<file path="config.mk">
export PLATFORM = sky130hd
export DESIGN_NAME = cdc_read_sched_flat
export DESIGN_NICKNAME = d
export VERILOG_FILES = /design/src/rtl/cdc_read_sched_if.sv /design/src/rtl/cdc_read_sched.sv /design/src/flat_wrapper.sv
export SDC_FILE = /design/constraint.sdc
export NUM_CORES = 1
export LEC_CHECK = 0
export ABC_AREA = 1
export CORE_MARGIN = 2
export CORE_UTILIZATION = 55
export DETAILED_ROUTE_END_ITERATION = 7
export HOLD_SLACK_MARGIN = 0.06
export PLACE_DENSITY = 0.93
export REMOVE_ABC_BUFFERS = 1
export SLEW_MARGIN = 25
export SYNTH_ARGS = -nofsm -noshare
export SYNTH_HDL_FRONTEND = slang
export SYNTH_SLANG_ARGS = --single-unit
</file>
<file path="constraint.sdc">
create_clock -name clkDSP_i -period 2.8 [get_ports clkDSP_i]
set_input_delay 0.84 -clock clkDSP_i [delete_from_list [all_inputs] [get_ports clkDSP_i]]
set_output_delay 0.84 -clock clkDSP_i [all_outputs]
set_load 0.1 [all_outputs]
</file>
<file path="src/rtl/cdc_read_sched_if.sv">
// Signal bundle between the DSP-side read scheduler and its FIFO / DSP-chain environment.
// Directions in the signal names are as seen from the scheduler.
interface cdc_read_sched_if #(
    parameter int PKT_WIDTH = 16
);
    logic                 enable_i;
    logic                 fifoEmpty_i;
    logic [PKT_WIDTH-1:0] pkt_i;
    logic                 pktChanged_i;
    logic                 clrStats_i;
    logic                 rdEN_o;
    logic [PKT_WIDTH-1:0] sample_o;
    logic                 sampleValid_o;
    logic                 underrun_o;
    logic [7:0]           underrunCnt_o;
    logic                 busy_o;

    modport master (
        input  enable_i, fifoEmpty_i, pkt_i, pktChanged_i, clrStats_i,
        output rdEN_o, sample_o, sampleValid_o, underrun_o, underrunCnt_o, busy_o
    );

    modport slave (
        output enable_i, fifoEmpty_i, pkt_i, pktChanged_i, clrStats_i,
        input  rdEN_o, sample_o, sampleValid_o, underrun_o, underrunCnt_o, busy_o
    );
endinterface

</file>
<file path="src/rtl/cdc_read_sched.sv">
// Sample-rate read scheduler for the DSP side of the I2S-to-DSP CDC FIFO, with underrun fill.
// Build option CDC_SCHED_HOLD_EN: hold the last sample on underrun; undefined inserts silence.
module cdc_read_sched #(
    parameter int PKT_WIDTH  = 16,
    parameter int DIV        = 136,
    parameter int RD_TIMEOUT = 3
) (
    input  logic             clkDSP_i,
    input  logic             rstDSP_i,
    cdc_read_sched_if.master bus
);
    localparam int                WAIT_W    = $clog2(RD_TIMEOUT + 1) + 1;
    localparam logic [15:0]       TICK_LAST = 16'(DIV - 1);
    localparam logic [WAIT_W-1:0] WAIT_LAST = WAIT_W'(RD_TIMEOUT);
`ifdef CDC_SCHED_HOLD_EN
    localparam logic HOLD_FILL = 1'b1;
`else
    localparam logic HOLD_FILL = 1'b0;
`endif

    typedef enum logic [1:0] {IDLE, PRIME, RUN, READ} state_t;

    state_t               state_q, state_d;
    logic [15:0]          tick_cnt_q, tick_cnt_d;
    logic [WAIT_W-1:0]    wait_q, wait_d;
    logic                 ever_ok_q, ever_ok_d;
    logic                 rd_en_q, rd_en_d;
    logic [PKT_WIDTH-1:0] sample_q, sample_d;
    logic                 valid_q, valid_d;
    logic                 underrun_q, underrun_d;
    logic [7:0]           und_cnt_q, und_cnt_d;
    logic                 tick;
    logic                 cnt_up;

    function automatic logic [7:0] sat_inc(input logic [7:0] v);
        return (v == 8'hFF) ? v : v + 8'd1;
    endfunction

    function automatic logic [PKT_WIDTH-1:0] fill_sample(input logic [PKT_WIDTH-1:0] prev);
        return HOLD_FILL ? prev : '0;
    endfunction

    // Gating with enable_i keeps a stale terminal count from firing on the cycle enable drops.
    assign tick = bus.enable_i && (tick_cnt_q == TICK_LAST);

    always_comb begin
        state_d    = state_q;
        wait_d     = wait_q;
        ever_ok_d  = ever_ok_q;
        rd_en_d    = 1'b0;
        sample_d   = sample_q;
        valid_d    = 1'b0;
        underrun_d = 1'b0;
        cnt_up     = 1'b0;
        tick_cnt_d = '0;
        if (bus.enable_i) begin
            tick_cnt_d = tick ? 16'd0 : tick_cnt_q + 16'd1;
        end

        case (state_q)
            IDLE: begin
                ever_ok_d = 1'b0;
                if (bus.enable_i) begin
                    state_d = PRIME;
                end
            end
            PRIME: begin
                if (!bus.enable_i) begin
                    state_d = IDLE;
                end else if (tick && !bus.fifoEmpty_i) begin
                    state_d = READ;
                    rd_en_d = 1'b1;
                    wait_d  = '0;
                end
            end
            RUN: begin
                if (!bus.enable_i) begin
                    state_d = IDLE;
                end else if (tick && !bus.fifoEmpty_i) begin
                    state_d = READ;
                    rd_en_d = 1'b1;
                    wait_d  = '0;
                end else if (tick) begin
                    underrun_d = 1'b1;
                    valid_d    = 1'b1;
                    sample_d   = fill_sample(sample_q);
                    cnt_up     = 1'b1;
                end
            end
            READ: begin
                // A read in flight always finishes; a dropped enable only redirects the exit.
                if (bus.pktChanged_i) begin
                    sample_d  = bus.pkt_i;
                    valid_d   = 1'b1;
                    ever_ok_d = 1'b1;
                    state_d   = bus.enable_i ? RUN : IDLE;
                end else if (wait_q == WAIT_LAST) begin
                    underrun_d = 1'b1;
                    if (ever_ok_q) begin
                        valid_d  = 1'b1;
                        sample_d = fill_sample(sample_q);
                        cnt_up   = 1'b1;
                    end
                    if (!bus.enable_i) begin
                        state_d = IDLE;
                    end else begin
                        state_d = ever_ok_q ? RUN : PRIME;
                    end
                end else begin
                    wait_d = wait_q + WAIT_W'(1);
                end
            end
            default: state_d = IDLE;
        endcase

        und_cnt_d = und_cnt_q;
        if (bus.clrStats_i) begin
            und_cnt_d = 8'd0;
        end else if (cnt_up) begin
            und_cnt_d = sat_inc(und_cnt_q);
        end
    end

    always_ff @(posedge clkDSP_i or posedge rstDSP_i) begin
        if (rstDSP_i) begin
            state_q    <= IDLE;
            tick_cnt_q <= '0;
            wait_q     <= '0;
            ever_ok_q  <= 1'b0;
            rd_en_q    <= 1'b0;
            sample_q   <= '0;
            valid_q    <= 1'b0;
            underrun_q <= 1'b0;
            und_cnt_q  <= '0;
        end else begin
            state_q    <= state_d;
            tick_cnt_q <= tick_cnt_d;
            wait_q     <= wait_d;
            ever_ok_q  <= ever_ok_d;
            rd_en_q    <= rd_en_d;
            sample_q   <= sample_d;
            valid_q    <= valid_d;
            underrun_q <= underrun_d;
            und_cnt_q  <= und_cnt_d;
        end
    end

    assign bus.rdEN_o        = rd_en_q;
    assign bus.sample_o      = sample_q;
    assign bus.sampleValid_o = valid_q;
    assign bus.underrun_o    = underrun_q;
    assign bus.underrunCnt_o = und_cnt_q;
    assign bus.busy_o        = (state_q != IDLE);
endmodule

</file>
<file path="src/flat_wrapper.sv">
// flat-port wrapper written by rule: the top's interface ports become plain ports
module cdc_read_sched_flat 
#(
    parameter int PKT_WIDTH  = 16,
    parameter int DIV        = 136,
    parameter int RD_TIMEOUT = 3
)
  (clkDSP_i, rstDSP_i, bus_enable_i, bus_fifoEmpty_i, bus_pkt_i, bus_pktChanged_i, bus_clrStats_i, bus_rdEN_o, bus_sample_o, bus_sampleValid_o, bus_underrun_o, bus_underrunCnt_o, bus_busy_o);
  cdc_read_sched_if #(.PKT_WIDTH(PKT_WIDTH)) bus_i ();
  input  logic clkDSP_i;
  input  logic rstDSP_i;
  input wire logic [$bits(bus_i.enable_i)-1:0] bus_enable_i;
  input wire logic [$bits(bus_i.fifoEmpty_i)-1:0] bus_fifoEmpty_i;
  input wire logic [$bits(bus_i.pkt_i)-1:0] bus_pkt_i;
  input wire logic [$bits(bus_i.pktChanged_i)-1:0] bus_pktChanged_i;
  input wire logic [$bits(bus_i.clrStats_i)-1:0] bus_clrStats_i;
  output wire logic [$bits(bus_i.rdEN_o)-1:0] bus_rdEN_o;
  output wire logic [$bits(bus_i.sample_o)-1:0] bus_sample_o;
  output wire logic [$bits(bus_i.sampleValid_o)-1:0] bus_sampleValid_o;
  output wire logic [$bits(bus_i.underrun_o)-1:0] bus_underrun_o;
  output wire logic [$bits(bus_i.underrunCnt_o)-1:0] bus_underrunCnt_o;
  output wire logic [$bits(bus_i.busy_o)-1:0] bus_busy_o;
  assign bus_i.enable_i = bus_enable_i;
  assign bus_i.fifoEmpty_i = bus_fifoEmpty_i;
  assign bus_i.pkt_i = bus_pkt_i;
  assign bus_i.pktChanged_i = bus_pktChanged_i;
  assign bus_i.clrStats_i = bus_clrStats_i;
  assign bus_rdEN_o = bus_i.rdEN_o;
  assign bus_sample_o = bus_i.sample_o;
  assign bus_sampleValid_o = bus_i.sampleValid_o;
  assign bus_underrun_o = bus_i.underrun_o;
  assign bus_underrunCnt_o = bus_i.underrunCnt_o;
  assign bus_busy_o = bus_i.busy_o;
  cdc_read_sched #(.PKT_WIDTH(PKT_WIDTH), .DIV(DIV), .RD_TIMEOUT(RD_TIMEOUT)) u_core (.clkDSP_i(clkDSP_i), .rstDSP_i(rstDSP_i), .bus(bus_i));
endmodule
</file>
==> flow_metrics.tcl <==
set metrics [dict create \
    wl_um 6090 \
    fillers 365 \
    synthArstFlopShare_pct 100 \
    critPathLaunchType "flip-flop" \
    synth_top_area_share_pct 45.4 \
    drc_errors 0 \
    cp.arrival_ps 1400 \
    yosys.area_share.simple_pct 37.3 \
    pre_cts_ws_ps 307 \
    synth_compound_area_share_pct 2.64 \
    antenna_found_initial 0 \
    grt_util_met3_pct 4.74 \
    period_needed_ps 2240 \
    numCtsBuffers 5 \
    hold_viol 0 \
    fin_skew_ps 5.68 \
    start_util_pct 57.1 \
    worst_slew_pin_slew_ps 557 \
    dieWidth_um 74.1 \
    dpl.hpwl_um 4400 \
    setup_ws_ps 560 \
    syn_area_per_cell_um2 7.50 \
    cts_tree "done" \
    fin_area_um2 3350 \
    cts.hold.buffers_added 0 \
    final.period_utilization_pct 80.0 \
    syn_to_final_growth_pct 24.0 \
    p_leak_nw 1.82 \
    synth-xor-area-share_pct 2.92 \
    ant_nets 0 \
    die_area_um2 5480 \
    htree_levels 2 \
    synthMuxAreaShare_pct 0 \
    cp.required_ps 1960 \
    slew_headroom_pct 62.5 \
    clk_transition_reported_paths_ps 90 \
    antenna_cells 0 \
    ctsResizeCount 0 \
    fp-row-count 25 \
    postSynthCellCount 360 \
    grt_pass1_wl_um 10200 \
    coreArea_um2 4720 \
    wl_per_cell_um 12.6 \
    yosysWarningCount 0 \
    cp_max_fo 5 \
    syn-cell-area_um2 2700 \
    setup_viol 0 \
    ys_types 31 \
    io_buffers 49 \
    rsz0062_at_grt "false" \
    ys_seq_area_share_pct 45.4 \
    grt_util_met1_pct 32.1 \
    gr-total-overflow 0 \
    clk_latency_ps 300 \
    synth-adder-area-share_pct 3.25 \
    ys_ff_latch 49 \
    num_vias 2504 \
    fmax_mhz 446 \
    grt_pass1_vias 2292 \
    powerDensity_nw_per_um2 683 \
    grt_util_all_layers_pct 24.1 \
    vias_per_cell 5.18 \
    path_class "flip-flop to primary output" \
    cts.sinks 49 \
    status "finished clean" \
    synth.top_cells.by_area "dfrtp_1 45%, nand2_1 14%, nor2_1 7.8%, nand3_1 7.4%, inv_1 6.7%" \
    hold_class "flip-flop to flip-flop" \
    finalMaxSlewViolations 0 \
    power_mw 2.29 \
    synth-edff-count 0 \
    clk_path_buf_depth 2 \
    peakVddDrop_v 0.000392 \
    cts_setup_buffers 0 \
    grt_use_met2_pct 39.8 \
    setup_tns_ps 0 \
    clockRootBuffer "clkbuf_8" \
    place_congestion 0.915 \
    synth_most_common_cell "nand2_1" \
    placed_area_um2 3210 \
    grt_max_degree 30 \
    yosysTopAreaCell "dfrtp_1" \
    drive_above_1_share_pct 12.7 \
    synth_top_family_by_area "simple AND/OR/NAND/NOR gates" \
    synth_commonest_cells "98 x nand2_1, 56 x nor2_1, 49 x dfrtp_1" \
    utilization_pct 70.9 \
    drt-initial-drc-count 176 \
    synth_flop_cell "dfrtp_1" \
    nets 444 \
    cap_violations 0 \
    io_pins 50 \
    firstDrtPassIters 5 \
    top_usage_layer "met2" \
    die_h_um 74.1 \
    end_kind "primary output" \
]
## worst paths after layout
kind | start | endpoint | slack (ps) | cells past startpoint
max | u_core.state_q[1]$_DFFE_PP0P_ | bus_busy_o | 560 | 4
min in group asynchronous | rstDSP_i | u_core.bus.sample_o[14]$_DFFE_PP0P_ | 870 | 2
min reg2reg | u_core.wait_q[2]$_DFFE_PP0P_ | u_core.wait_q[2]$_DFFE_PP0P_ | 480 | 2
max in group asynchronous | rstDSP_i | u_core.tick_cnt_q[9]$_DFF_PP0_ | 1410 | 3
max reg2reg | u_core.state_q[1]$_DFFE_PP0P_ | u_core.bus.sample_o[0]$_DFFE_PP0P_ | 900 | 7
min | u_core.wait_q[2]$_DFFE_PP0P_ | u_core.wait_q[2]$_DFFE_PP0P_ | 480 | 2
## power by group
part | switching, mW | leakage, nW | internal [mW]
clock | 0.231 | 0.0681 | 0.355
sequential | 0.0475 | 0.676 | 0.778
combinational | 0.670 | 1.08 | 0.206
total | 0.949 | 1.82 | 1.34
## worst max-delay path, stage by stage, from the launching register on
cell,delay [ps]
dfrtp_1,390
inv_1,60
ha_1,190
inv_1,140
buf_4,320
## kinds of logic after synthesis
logic type,after synthesis
AND/OR/NAND/NOR,226
buffers and inverters,56
flip-flops,49
AO/OA/AOI/OAI,13
XOR/XNOR,9
adder cells (fa/ha/maj),7
## flip-flops by register name (all words and copies together) (netlist names)
name and count:
u_core.bus.rdEN_o 1, u_core.bus.underrun_o 1, u_core.ever_ok_q 1, u_core.bus.underrunCnt_o 8
u_core.state_q 2, u_core.bus.sampleValid_o 1, u_core.tick_cnt_q 16, u_core.wait_q 3
u_core.bus.sample_o 16
## metrics by stage
| stage | hold slack (ps) | std cells |
|---|---|---|
| 2_1_floorplan | 442 | 354 |
| 3_3_place_gp | 457 | 475 |
| 3_5_place_dp | 465 | 475 |
| 4_1_cts | 488 | 483 |
| 5_1_grt | 520 | 483 |
| 6_report | 483 | 483 |
## routing by layer
metal	share of wire, %	vias to the layer above
met2	50	95
met3	5.6	12
met5	0	-
li1	-	1243
met1	43	1154
met4	1.6	0
## cells in the final DEF (no fill, tap or decap), drive strengths merged
| cell type | synthesis | final |
|---|---|---|
| clkdlybuf4s50 | 0 | 21 |
| nand3 | 41 | 41 |
| and2 | 1 | 1 |
| inv | 49 | 49 |
| clkbuf | 1 | 5 |
| a21oi | 7 | 7 |
| ha | 7 | 7 |
| nor3 | 9 | 9 |
| xor2 | 8 | 8 |
| nand3b | 2 | 2 |
| buf | 5 | 33 |
| dfrtp | 49 | 49 |
| nor4 | 2 | 2 |
| nor2 | 58 | 58 |
| o21ai | 5 | 5 |
| and3 | 1 | 1 |
| xnor2 | 1 | 1 |
| o211ai | 1 | 1 |
| nand4 | 9 | 9 |
| clkinv | 1 | 2 |
| bufinv | 0 | 2 |
| nand2 | 102 | 102 |
| nor3b | 1 | 1 |
## cell type report
class / instances / area, um^2 / area share (%)
sequential: 49 / 1230 / 36.6
tap: 67 / 83.8 / 2.50
timing repair buffer: 54 / 470 / 14.1
inverter: 50 / 188 / 5.61
multi-input combinational: 255 / 1240 / 37.2
clock inverter: 3 / 65.1 / 1.94
clock buffer: 5 / 68.8 / 2.06
Power figures use the tool's default switching activity.
